$ cat src/rtl/mem_access_stage.sv
// rtl/mem_access_stage.sv - MEM pipeline stage: data-memory store/load, UART pop, write-back select.
module mem_access_stage #(
  parameter int INST_MEM_WIDTH = 2,
  parameter int DATA_MEM_WIDTH = 16,
  parameter int MEM_LATENCY    = 2
) (
  input  logic                      clk,
  input  logic                      reset,
  input  logic                      in_valid,
  input  logic                      RegWrite,
  input  logic [1:0]                MemtoReg,
  input  logic                      MemWrite,
  input  logic                      MemRead,
  input  logic                      UARTtoReg,
  input  logic [31:0]               register_data,
  input  logic [31:0]               alu_result,
  input  logic [4:0]                rdist,
  input  logic [INST_MEM_WIDTH-1:0] pc1,
  output logic                      stall,
  output logic [DATA_MEM_WIDTH-1:0] dmem_addr,
  output logic [31:0]               dmem_wdata,
  output logic                      dmem_we,
  input  logic [31:0]               dmem_rdata,
  input  logic                      uart_rx_valid,
  input  logic [7:0]                uart_rx_data,
  output logic                      uart_rx_ready,
  output logic                      wb_valid,
  output logic                      RegWrite_wb,
  output logic [4:0]                rdist_wb,
  output logic [31:0]               wb_data
);

  localparam int CW = $clog2(MEM_LATENCY + 1);

  typedef enum logic [1:0] {IDLE, MEM_WAIT, UART_WAIT} state_t;

  state_t                    state, state_nxt;
  logic [CW-1:0]             cnt, cnt_nxt;
  logic [DATA_MEM_WIDTH-1:0] addr_q, addr_nxt;
  logic                      accept;
  logic                      op_uart, op_load, op_store;
  logic [31:0]               wb_sel;

  // UART pop outranks load, load outranks store
  assign op_uart  = UARTtoReg;
  assign op_load  = MemRead & ~UARTtoReg;
  assign op_store = MemWrite & ~MemRead & ~UARTtoReg;

  assign dmem_wdata = register_data;

  always_comb begin
    state_nxt     = state;
    cnt_nxt       = cnt;
    addr_nxt      = addr_q;
    stall         = 1'b0;
    accept        = 1'b0;
    dmem_we       = 1'b0;
    uart_rx_ready = 1'b0;
    dmem_addr     = alu_result[DATA_MEM_WIDTH-1:0];
    case (state)
      IDLE: begin
        if (in_valid) begin
          if (op_uart) begin
            if (uart_rx_valid) begin
              uart_rx_ready = 1'b1;
              accept        = 1'b1;
            end else begin
              stall     = 1'b1;
              state_nxt = UART_WAIT;
            end
          end else if (op_load) begin
            stall     = 1'b1;
            addr_nxt  = alu_result[DATA_MEM_WIDTH-1:0];
            cnt_nxt   = CW'(MEM_LATENCY - 1);
            state_nxt = MEM_WAIT;
          end else begin
            accept  = 1'b1;
            dmem_we = op_store;
          end
        end
      end
      MEM_WAIT: begin
        dmem_addr = addr_q;
        if (cnt != '0) begin
          stall   = 1'b1;
          cnt_nxt = cnt - CW'(1);
        end else begin
          accept    = in_valid;
          state_nxt = IDLE;
        end
      end
      UART_WAIT: begin
        if (!in_valid) begin
          state_nxt = IDLE;
        end else if (uart_rx_valid) begin
          uart_rx_ready = 1'b1;
          accept        = 1'b1;
          state_nxt     = IDLE;
        end else begin
          stall = 1'b1;
        end
      end
      default: state_nxt = IDLE;
    endcase
    // Outputs forced quiet while reset is asserted, independent of the clock
    if (reset) begin
      stall         = 1'b0;
      accept        = 1'b0;
      dmem_we       = 1'b0;
      uart_rx_ready = 1'b0;
    end
  end

  always_comb begin
    wb_sel = alu_result;
    if (op_uart) begin
      wb_sel = {24'b0, uart_rx_data};
    end else begin
      case (MemtoReg)
        2'b00:   wb_sel = alu_result;
        2'b01:   wb_sel = dmem_rdata;
        2'b10:   wb_sel = {{(32-INST_MEM_WIDTH){1'b0}}, pc1};
        default: wb_sel = register_data;
      endcase
    end
  end

  always_ff @(posedge clk or posedge reset) begin
    if (reset) begin
      state       <= IDLE;
      cnt         <= '0;
      addr_q      <= '0;
      wb_valid    <= 1'b0;
      RegWrite_wb <= 1'b0;
      rdist_wb    <= '0;
      wb_data     <= '0;
    end else begin
      state  <= state_nxt;
      cnt    <= cnt_nxt;
      addr_q <= addr_nxt;
      if (accept) begin
        wb_valid    <= 1'b1;
        RegWrite_wb <= RegWrite;
        rdist_wb    <= rdist;
        wb_data     <= wb_sel;
      end else begin
        wb_valid    <= 1'b0;
        RegWrite_wb <= 1'b0;
      end
    end
  end

endmodule

$ cat config.mk
export PLATFORM = sky130hd
export DESIGN_NAME = mem_access_stage
export DESIGN_NICKNAME = d
export VERILOG_FILES = /design/src/rtl/mem_access_stage.sv
export SDC_FILE = /design/constraint.sdc
export NUM_CORES = 1
export LEC_CHECK = 0
export ABC_CLOCK_PERIOD_IN_PS = 2100
export BUFFER_PORTS_ARGS = -buffer_cell sky130_fd_sc_hd__clkbuf_2
export CAP_MARGIN = 25
export CORE_MARGIN = 3
export CORE_UTILIZATION = 41
export CTS_BUF_LIST = sky130_fd_sc_hd__clkbuf_4
export CTS_CLUSTER_DIAMETER = 40
export CTS_CLUSTER_SIZE = 28
export DETAILED_ROUTE_END_ITERATION = 10
export GPL_ROUTABILITY_DRIVEN = 0
export GPL_TIMING_DRIVEN = 0
export HOLD_SLACK_MARGIN = 0.05
export MAX_ROUTING_LAYER = met4
export PLACE_DENSITY_LB_ADDON = 0.25
export SLEW_MARGIN = 20
export SYNTH_ARGS = -nofsm -noshare
export SYNTH_HDL_FRONTEND = slang
export SYNTH_SLANG_ARGS = --single-unit
$ cat constraint.sdc
create_clock -name clk -period 2.1 [get_ports clk]
set_clock_uncertainty 0.2 [all_clocks]
set_input_delay 0.42 -clock clk [delete_from_list [all_inputs] [get_ports clk]]
set_output_delay 0.42 -clock clk [all_outputs]
set_load 0.03 [all_outputs]
=== Word-level counts from Yosys, hierarchy flattened ===
Cells that the tools add are included.

* Bits in registers: 59
* Bits of input ports: 121
* Output and inout port bits: 90

* Add/sub/neg operators: 1
* Equal/unequal tests: 12
* Mux-type cells: 42
* Bitwise gates (word level): 5
* Reduce and logical (&&, ||, !) cells: 7

{| class="wikitable"
|+ Operators with widths
! cell !! number
|-
| 32-bit one-hot mux with 3 select lines || 1
|-
| 32-bit 2-to-1 mux || 1
|-
| 1-bit 2-to-1 mux || 24
|-
| 2-bit 2-to-1 mux || 10
|-
| 16-bit 2-to-1 mux || 1
|-
| 2-bit inequality test (second input constant) || 5
|-
| 5-bit AND reduction || 2
|-
| 3-bit inequality test (second input constant) || 3
|-
| 1-bit one-hot mux with 3 select lines || 2
|-
| 2-bit one-hot mux with 3 select lines || 1
|-
| 2-bit by 1-bit == test with 1-bit output (second input constant) || 2
|-
| 2-bit == test (second input constant) || 2
|-
| 2-bit zero test || 2
|-
| 2-bit one-hot mux with 2 select lines || 1
|-
| 4-bit AND reduction || 1
|-
| 2-bit nonzero test || 2
|-
| 1-bit AND || 3
|-
| 1-bit NOT || 2
|-
| 1-bit one-hot mux with 2 select lines || 1
|-
| 2-bit by 1-bit subtractor with 2-bit output (second input constant) || 1
|}

=== Depth between registers and ports, before layout ===
Gate-level depths: netlist of the first run.

* Depth after elaboration: 8
* Depth in mapped cells: 8
* Depth with buffers taken out: 6

=== Least setup slack after synthesis of the first run ===
OpenSTA, ideal clock, no wires.

* Kind: in2reg
* From: input reset
* To: register rdist_wb[4]
* Arrival time: 2619 ps
* Setup slack: -844 ps
* Stages: 5
* Path buffers: 2
* Path through: inv_1 -> nand3_1 -> buf_6 -> buf_6 -> mux2_4

* Longest elaborated chain between the ends: 1

{| class="wikitable"
|+ RTL lines
! item !! RTL line !! RTL
|-
| start: declaration || 8 || <nowiki>input logic reset,</nowiki>
|-
| 1-bit 2-to-1 mux || 106 || <nowiki>if (reset) begin</nowiki>
|-
| end signal: assignment || 144 || <nowiki>rdist_wb <= rdist;</nowiki>
|-
| end: declaration || 29 || <nowiki>output logic [4:0] rdist_wb,</nowiki>
|}

Every way passes these cells.
A chain may end at the register's enable or synchronous reset.

=== Worst setup path after layout of the first run ===
* From: register state[1]
* To: output dmem_addr[7]

* Longest elaborated chain between the ends: 2

{| class="wikitable"
|+ RTL lines
! item !! RTL line !! RTL
|-
| start: declaration || 37 || <nowiki>state_t state, state_nxt;</nowiki>
|-
| start signal: assignment || 138 || <nowiki>state <= state_nxt;</nowiki>
|-
| 2-bit by 1-bit == test with 1-bit output || 60 || <nowiki>case (state)</nowiki>
|-
| 16-bit 2-to-1 mux || 60 ||
|-
| end: declaration || 20 || <nowiki>output logic [DATA_MEM_WIDTH-1:0] dmem_addr,</nowiki>
|}

Every way passes these cells.

==> impl_metrics.csv, run 1 <==
group,metric,value,unit
synth,synth.avg_cell_area,10.5,sq um
worst_setup_path,r2r-end,"wb_data[11]",
worst_setup_path,worstSetupPathType,"reg2out",
cts,numCtsBuffers,9,
cts,clkLatencyLatePin,0.39,ns
synth,synth_seq_cells,59,
detailed_routing,first_pass_iters,4,
worst_setup_path,path_buf_inv,3,
cells_and_area,diodes,0,
worst_setup_path,rr_worst_depth,7,
global_routing,grt_max_degree,33,
die,row_count,34,
detailed_routing,wl_per_cell,16.2,microns
worst_setup_path,r2r_start,"state[0]",
placed_design,dp_cells,668,
timing,period_share,112,%
detailed_routing,vias,3416,
timing,tightest_slew,0.519,ns
pwr,internal-power,3670,uW
detailed_routing,antenna_left,0,
cts,clk_path_buf_depth,2,
global_routing,grt_pass1_wl,16800,microns
worst_setup_path,path_delay_family,"buffers and inverters",
placed_design,port_buffers,208,
timing,finalCriticalPeriod,2.35,ns
timing,rsz0062_at_grt,"yes",
outcome,outcome,"finished with violations",
synth,syn_area,3700,sq um
die,core_area,8760,sq um
timing,finalSetupTns,-5.02,ns
cells_and_area,num-nets-final,718,
synth,yosysSeqAreaShare,39.9,%
detailed_routing,avgViaCountPerCell,4.82,
timing,layout_setup_ws,-0.247,ns
pwr,p_sw,2230,uW
timing,slew-limit-headroom,65.4,%
worst_setup_path,crit_path_end,"dmem_addr[7]",
global_routing,grt-ovfl-total,0,
cells_and_area,mostFrequentLayoutCell,"clkbuf_2",
pwr,power.share.combinational,49.9,%
flow_run,cap_violations,0,
worst_hold_path,hold_class,"in2reg",
cts,path_clk_slew,0.10,ns
synth,syn_nets,473,
cells_and_area,final_cells,709,
outcome,violations,"setup timing",
cells_and_area,final_cell_mix,"189 x clkbuf_2, 59 x dfrtp_1, 46 x mux2_2, 40 x buf_4, 37 x a21oi_1",
timing,finalHoldViolCount,0,
worst_setup_path,cpPeakStageDelay,0.43,ns
worst_setup_path,r2r_slack,-0.07,ns
timing,slew_viol_final,0,
global_routing,grt_pass1_vias,3347,
placed_design,dp_slack,-0.432,ns
die,ios,211,
timing,setup_viol,54,
worst_setup_path,crit_start,"state[1]",
detailed_routing,drc,0,
cts,cts_root_buffer,"clkbuf_4",
synth,netlist-cell-type-count,28,
global_routing,grt_usage,22.0,%
pwr,leakagePower,0.00304,uW
detailed_routing,finalWirelength,11500,microns
worst_setup_path,cp.required,1.48,ns
worst_setup_path,startpoint_type,"flop",
pwr,p_sw_share,37.7,%
pwr,p_seq_share,30.1,%
detailed_routing,drtIter0Drc,54,
worst_setup_path,crit_top_cell,"buf_8",
cells_and_area,areaGrowthSynthToFinish,56.3,%
die,fp.dieW,101,microns
cts,cts_tree,"yes",
cells_and_area,drive_above_1_share,66.2,%
worst_setup_path,crit_path_top_delay_cell,"dfrtp_1",
pwr,power.total,5900,uW
worst_setup_path,crit_cells,5,
worst_setup_path,endpoint_kind,"output pin",
die,chipHeight,101,microns
pwr,peakVddDrop,0.000610,V
synth,ys_warn_count,0,
global_routing,antenna_found_initial,0,
cts,htree_num_levels,3,
die,die-area,10200,sq um
die,start_util,42.2,%
cells_and_area,nFillCells,713,
pwr,cellPowerDensity,1020,nW/um^2
pwr,power_frac_clock,20.0,%
worst_setup_path,cp_cell_sequence,"nor2b_4, buf_8, buf_8, mux2_4, buf_8",
worst_setup_path,crit_fanout,5,
synth,synth_cells,351,
cts,clock-sinks,59,
cells_and_area,utilization,66.0,%
placed_design,hpwl,8460,microns
worst_setup_path,cp.arrival,1.73,ns
timing,clock.fmax,0.426,GHz
==> cells in the mapped netlist, drive strengths merged <==
| cell type | instances | area [sq um] |
|---|---|---|
| ha | 1 | 12.5 |
| nand2 | 25 | 93.8 |
| or4 | 1 | 7.51 |
| nor3 | 3 | 15.0 |
| buf | 44 | 312 |
| and2 | 2 | 12.5 |
| nand3 | 1 | 5.00 |
| o21ai | 2 | 10.0 |
| o221ai | 1 | 8.76 |
| nor2b | 10 | 62.6 |
| a221oi | 2 | 17.5 |
| mux2 | 70 | 818 |
| clkbuf | 10 | 37.5 |
| nand2b | 3 | 18.8 |
| dfrtp | 59 | 1480 |
| nor2 | 4 | 15.0 |
| or2 | 30 | 188 |
| inv | 7 | 26.3 |
| nand4bb | 1 | 11.3 |
| o21bai | 1 | 7.51 |
| nand3b | 2 | 15.0 |
| mux2i | 32 | 320 |
| a2111oi | 2 | 17.5 |
| a21oi | 38 | 190 |
==> stage by stage <==
step,hold slack (ns),instance area [sq um]
2_1_floorplan,0.275,3710
3_3_place_gp,0.284,4890
3_5_place_dp,0.290,4910
4_1_cts,0.0571,5580
5_1_grt,0.0688,5780
6_report,0.0837,5780
==> cell families (layout without fill, tap and decap cells) <==
group	after synthesis	after routing	synth area share [%]
fa+ha+maj	1	1	0.338
simple gates	82	82	12.0
buf+inv	61	311	10.1
compound gates	46	46	6.80
mux	102	102	30.8
flops	59	59	39.9
==> area by class of cell <==
| class | count | area (sq um) | area share [%] |
|---|---|---|---|
| Buffer | 54 | 407 | 7.03 |
| Clock buffer | 11 | 82.6 | 1.43 |
| Clock inverter | 5 | 125 | 2.16 |
| Inverter | 7 | 30.0 | 0.519 |
| Multi-Input combinational cell | 231 | 2000 | 34.5 |
| Sequential cell | 59 | 1480 | 25.5 |
| Tap cell | 108 | 135 | 2.34 |
| Timing Repair Buffer | 234 | 1530 | 26.5 |
==> timing repair <==
action	4_1_cts	5_1_grt
hold buffers	9	0
buffers inserted	8	6
hold endpoints to repair	34	0
endpoints found under the setup margin	42	67
gates cloned	2	1
gates resized for setup	69	42
pin swaps	0	4
==> worst min path at each step <==
stage                    from    endpoint  slack, ns  depth (start not counted)
3_5_place_dp       addr_q[15]  addr_q[15]       0.29                          1
2_1_floorplan       addr_q[0]   addr_q[0]       0.27                          1
4_1_cts        alu_result[14]  addr_q[14]       0.06                          2
6_report        alu_result[3]   addr_q[3]       0.08                          2
5_1_grt        alu_result[10]  addr_q[10]       0.07                          2
3_3_place_gp       addr_q[10]  addr_q[10]       0.28                          1
==> flip-flops by register name (all words and copies together) (netlist names) <==
signal / flops
rdist_wb: 5
state: 2
wb_data: 32
addr_q: 16
wb_valid: 1
RegWrite_wb: 1
cnt: 2
==> per-layer routing <==
metal / routed length [microns] / global-route usage, % / up-vias
met5: 0 / - / -
met4: 223 / 8.38 / 0
met3: 732 / 3.88 / 17
met2: 5890 / 37.7 / 128
met1: 4660 / 25.8 / 1598
li1: - / - / 1673
==> power by group through the flow <==
stage | Clock (uW) | Sequential [uW] | Combinational [uW]
final | 1180 | 1780 | 2950
after global routing | 1260 | 1830 | 3100
after CTS | 1210 | 1770 | 2790
after detailed placement | 0 | 1790 | 2410
after global placement | 0 | 1760 | 2370
after floorplan | 0 | 2320 | 1140
(Power assumes the default switching activity.)
==> run 2, diff against run 1 <==
--- a/config.mk
+++ b/config.mk
@@ -12,13 +12,12 @@
 export CORE_UTILIZATION = 41
 export CTS_BUF_LIST = sky130_fd_sc_hd__clkbuf_4
 export CTS_CLUSTER_DIAMETER = 40
-export CTS_CLUSTER_SIZE = 28
 export DETAILED_ROUTE_END_ITERATION = 10
 export GPL_ROUTABILITY_DRIVEN = 0
 export GPL_TIMING_DRIVEN = 0
 export HOLD_SLACK_MARGIN = 0.05
 export MAX_ROUTING_LAYER = met4
-export PLACE_DENSITY_LB_ADDON = 0.25
+export PLACE_DENSITY = 0.78
 export SLEW_MARGIN = 20
 export SYNTH_ARGS = -nofsm -noshare
 export SYNTH_HDL_FRONTEND = slang
==> impl_metrics.csv, run 2 (synthesized netlist as in run 1, its figures left out) <==
group,metric,value,unit
outcome,outcome,"finished with violations",
outcome,violations,"setup timing",
worst_setup_path,crit_fanout,5,
pwr,power.share.combinational,50.8,%
cells_and_area,top_regs,"wb_data x32, addr_q x16, rdist_wb x5",
pwr,leakagePower,0.00303,uW
global_routing,grt_pass1_wl,17400,microns
worst_setup_path,crit_start,"state[1]",
detailed_routing,vias,3530,
timing,clock.fmax,0.429,GHz
detailed_routing,drtIter0Drc,66,
die,fp.dieW,101,microns
timing,finalCriticalPeriod,2.33,ns
worst_setup_path,r2r_slack,-0.13,ns
detailed_routing,drc,0,
detailed_routing,first_pass_iters,4,
cells_and_area,areaGrowthSynthToFinish,55.4,%
die,ios,211,
worst_setup_path,rr_worst_depth,8,
cts,path_clk_slew,0.12,ns
die,die-area,10200,sq um
detailed_routing,antenna_left,0,
placed_design,dp_slack,-0.720,ns
cells_and_area,mostFrequentLayoutCell,"clkbuf_2",
cts,clock-sinks,59,
cells_and_area,diodes,0,
timing,finalHoldViolCount,0,
pwr,p_seq_share,30.9,%
cts,clk_path_buf_depth,2,
worst_setup_path,endpoint_kind,"output pin",
timing,slew_viol_final,0,
global_routing,grt_usage,22.7,%
pwr,power_frac_clock,18.3,%
cts,cts_tree,"yes",
timing,slew-limit-headroom,50.2,%
pwr,internal-power,3520,uW
timing,tightest_slew,0.742,ns
global_routing,grt_pass1_vias,3599,
timing,setup_viol,50,
timing,rsz0062_at_grt,"yes",
timing,finalSetupTns,-6.49,ns
detailed_routing,wl_per_cell,16.7,microns
worst_setup_path,cp.arrival,1.71,ns
global_routing,grt_max_degree,31,
die,core_area,8760,sq um
die,row_count,34,
timing,layout_setup_ws,-0.230,ns
pwr,cellPowerDensity,1000,nW/um^2
cells_and_area,regMostFlops,"wb_data",
cells_and_area,largest_reg_flops,32,
cts,numCtsBuffers,9,
cells_and_area,num-nets-final,718,
cts,cts_root_buffer,"clkbuf_4",
placed_design,hpwl,8690,microns
cells_and_area,drive_above_1_share,65.9,%
worst_setup_path,r2r-end,"wb_data[9]",
die,chipHeight,101,microns
pwr,peakVddDrop,0.000614,V
global_routing,antenna_found_initial,0,
detailed_routing,avgViaCountPerCell,4.98,
pwr,p_sw,2230,uW
worst_setup_path,worstSetupPathType,"reg2out",
flow_run,cap_violations,0,
cts,clkLatencyLatePin,0.38,ns
cts,htree_num_levels,3,
worst_setup_path,startpoint_type,"flop",
pwr,p_sw_share,38.8,%
global_routing,grt-ovfl-total,0,
detailed_routing,finalWirelength,11900,microns
worst_setup_path,crit_path_end,"dmem_addr[13]",
die,start_util,42.2,%
worst_hold_path,hold_class,"in2reg",
worst_setup_path,cp.required,1.48,ns
worst_setup_path,r2r_start,"state[1]",
cells_and_area,final_cell_mix,"189 x clkbuf_2, 59 x dfrtp_1, 46 x mux2_2, 40 x buf_4, 37 x a21oi_1",
placed_design,port_buffers,208,
timing,period_share,111,%
==> run 2: worst min-delay path by stage <==
| stage | start | endpoint | slack, ns | depth (start not counted) |
|---|---|---|---|---|
| floorplan | addr_q[0] | addr_q[0] | 0.27 | 1 |
| global placement | addr_q[6] | addr_q[6] | 0.28 | 1 |
| detailed placement | wb_data[22] | wb_data[22] | 0.29 | 1 |
| CTS | alu_result[14] | addr_q[14] | 0.06 | 2 |
| global route | alu_result[10] | addr_q[10] | 0.05 | 2 |
| finish | alu_result[11] | addr_q[11] | 0.09 | 2 |
==> run 2: metal layers <==
layer | part of all wire (%) | vias to the layer above | GRT usage [%]
li1 | - | 1675 | -
met1 | 40 | 1702 | 26.3
met2 | 52 | 137 | 39.4
met3 | 6.5 | 16 | 4.43
met4 | 1.7 | 0 | 7.87
met5 | 0 | - | -
==> run 2: area by class of cell <==
type                       count  area [sq um]
timing repair buffer         235          1550
timing repair inverter         1          5.00
fill                         727          3020
sequential                    59          1480
tap                          108           135
inverter                       7          30.0
clock inverter                 6           104
buffer                        52           379
multi-input combinational    231          2000
clock buffer                  10          75.1
==> run 2: through the flow <==
| stage | hold slack [ns] | instances | cell area [sq um] | power [uW] | utilization [%] |
|---|---|---|---|---|---|
| floorplan | 0.275 | 351 | 3710 | 3460 | - |
| global placement | 0.283 | 667 | 4890 | 4130 | 55.8 |
| finish | 0.0940 | 709 | 5750 | 5750 | 65.6 |
| global route | 0.0516 | 709 | 5750 | 6050 | 65.6 |
| detailed placement | 0.292 | 668 | 4910 | 4200 | 56.0 |
| CTS | 0.0561 | 702 | 5480 | 5520 | 62.6 |
==> run 2: power groups by stage <==
stage | combinational [uW] | sequential (uW) | clock [uW]
after floorplan | 1140 | 2320 | 0
after CTS | 2680 | 1770 | 1070
after global routing | 3090 | 1830 | 1130
after global placement | 2360 | 1770 | 0
after detailed placement | 2400 | 1800 | 0
final | 2920 | 1780 | 1050
==> run 2: critical path: stages (launching register included) <==
cell and delay [ns]:
dfrtp_1 0.39, nor2b_1 0.14, clkbuf_8 0.19, clkbuf_16 0.15
mux2_4 0.31, buf_8 0.14
==> run 2: what timing repair did <==
action | 4_1_cts | 5_1_grt
resized for setup | 58 | 54
endpoints found under the hold margin | 37 | 0
buffers inserted | 8 | 6
setup endpoints to repair | 67 | 81
hold buffers | 9 | 0
pin swaps | 3 | 8
gates cloned | 1 | 3
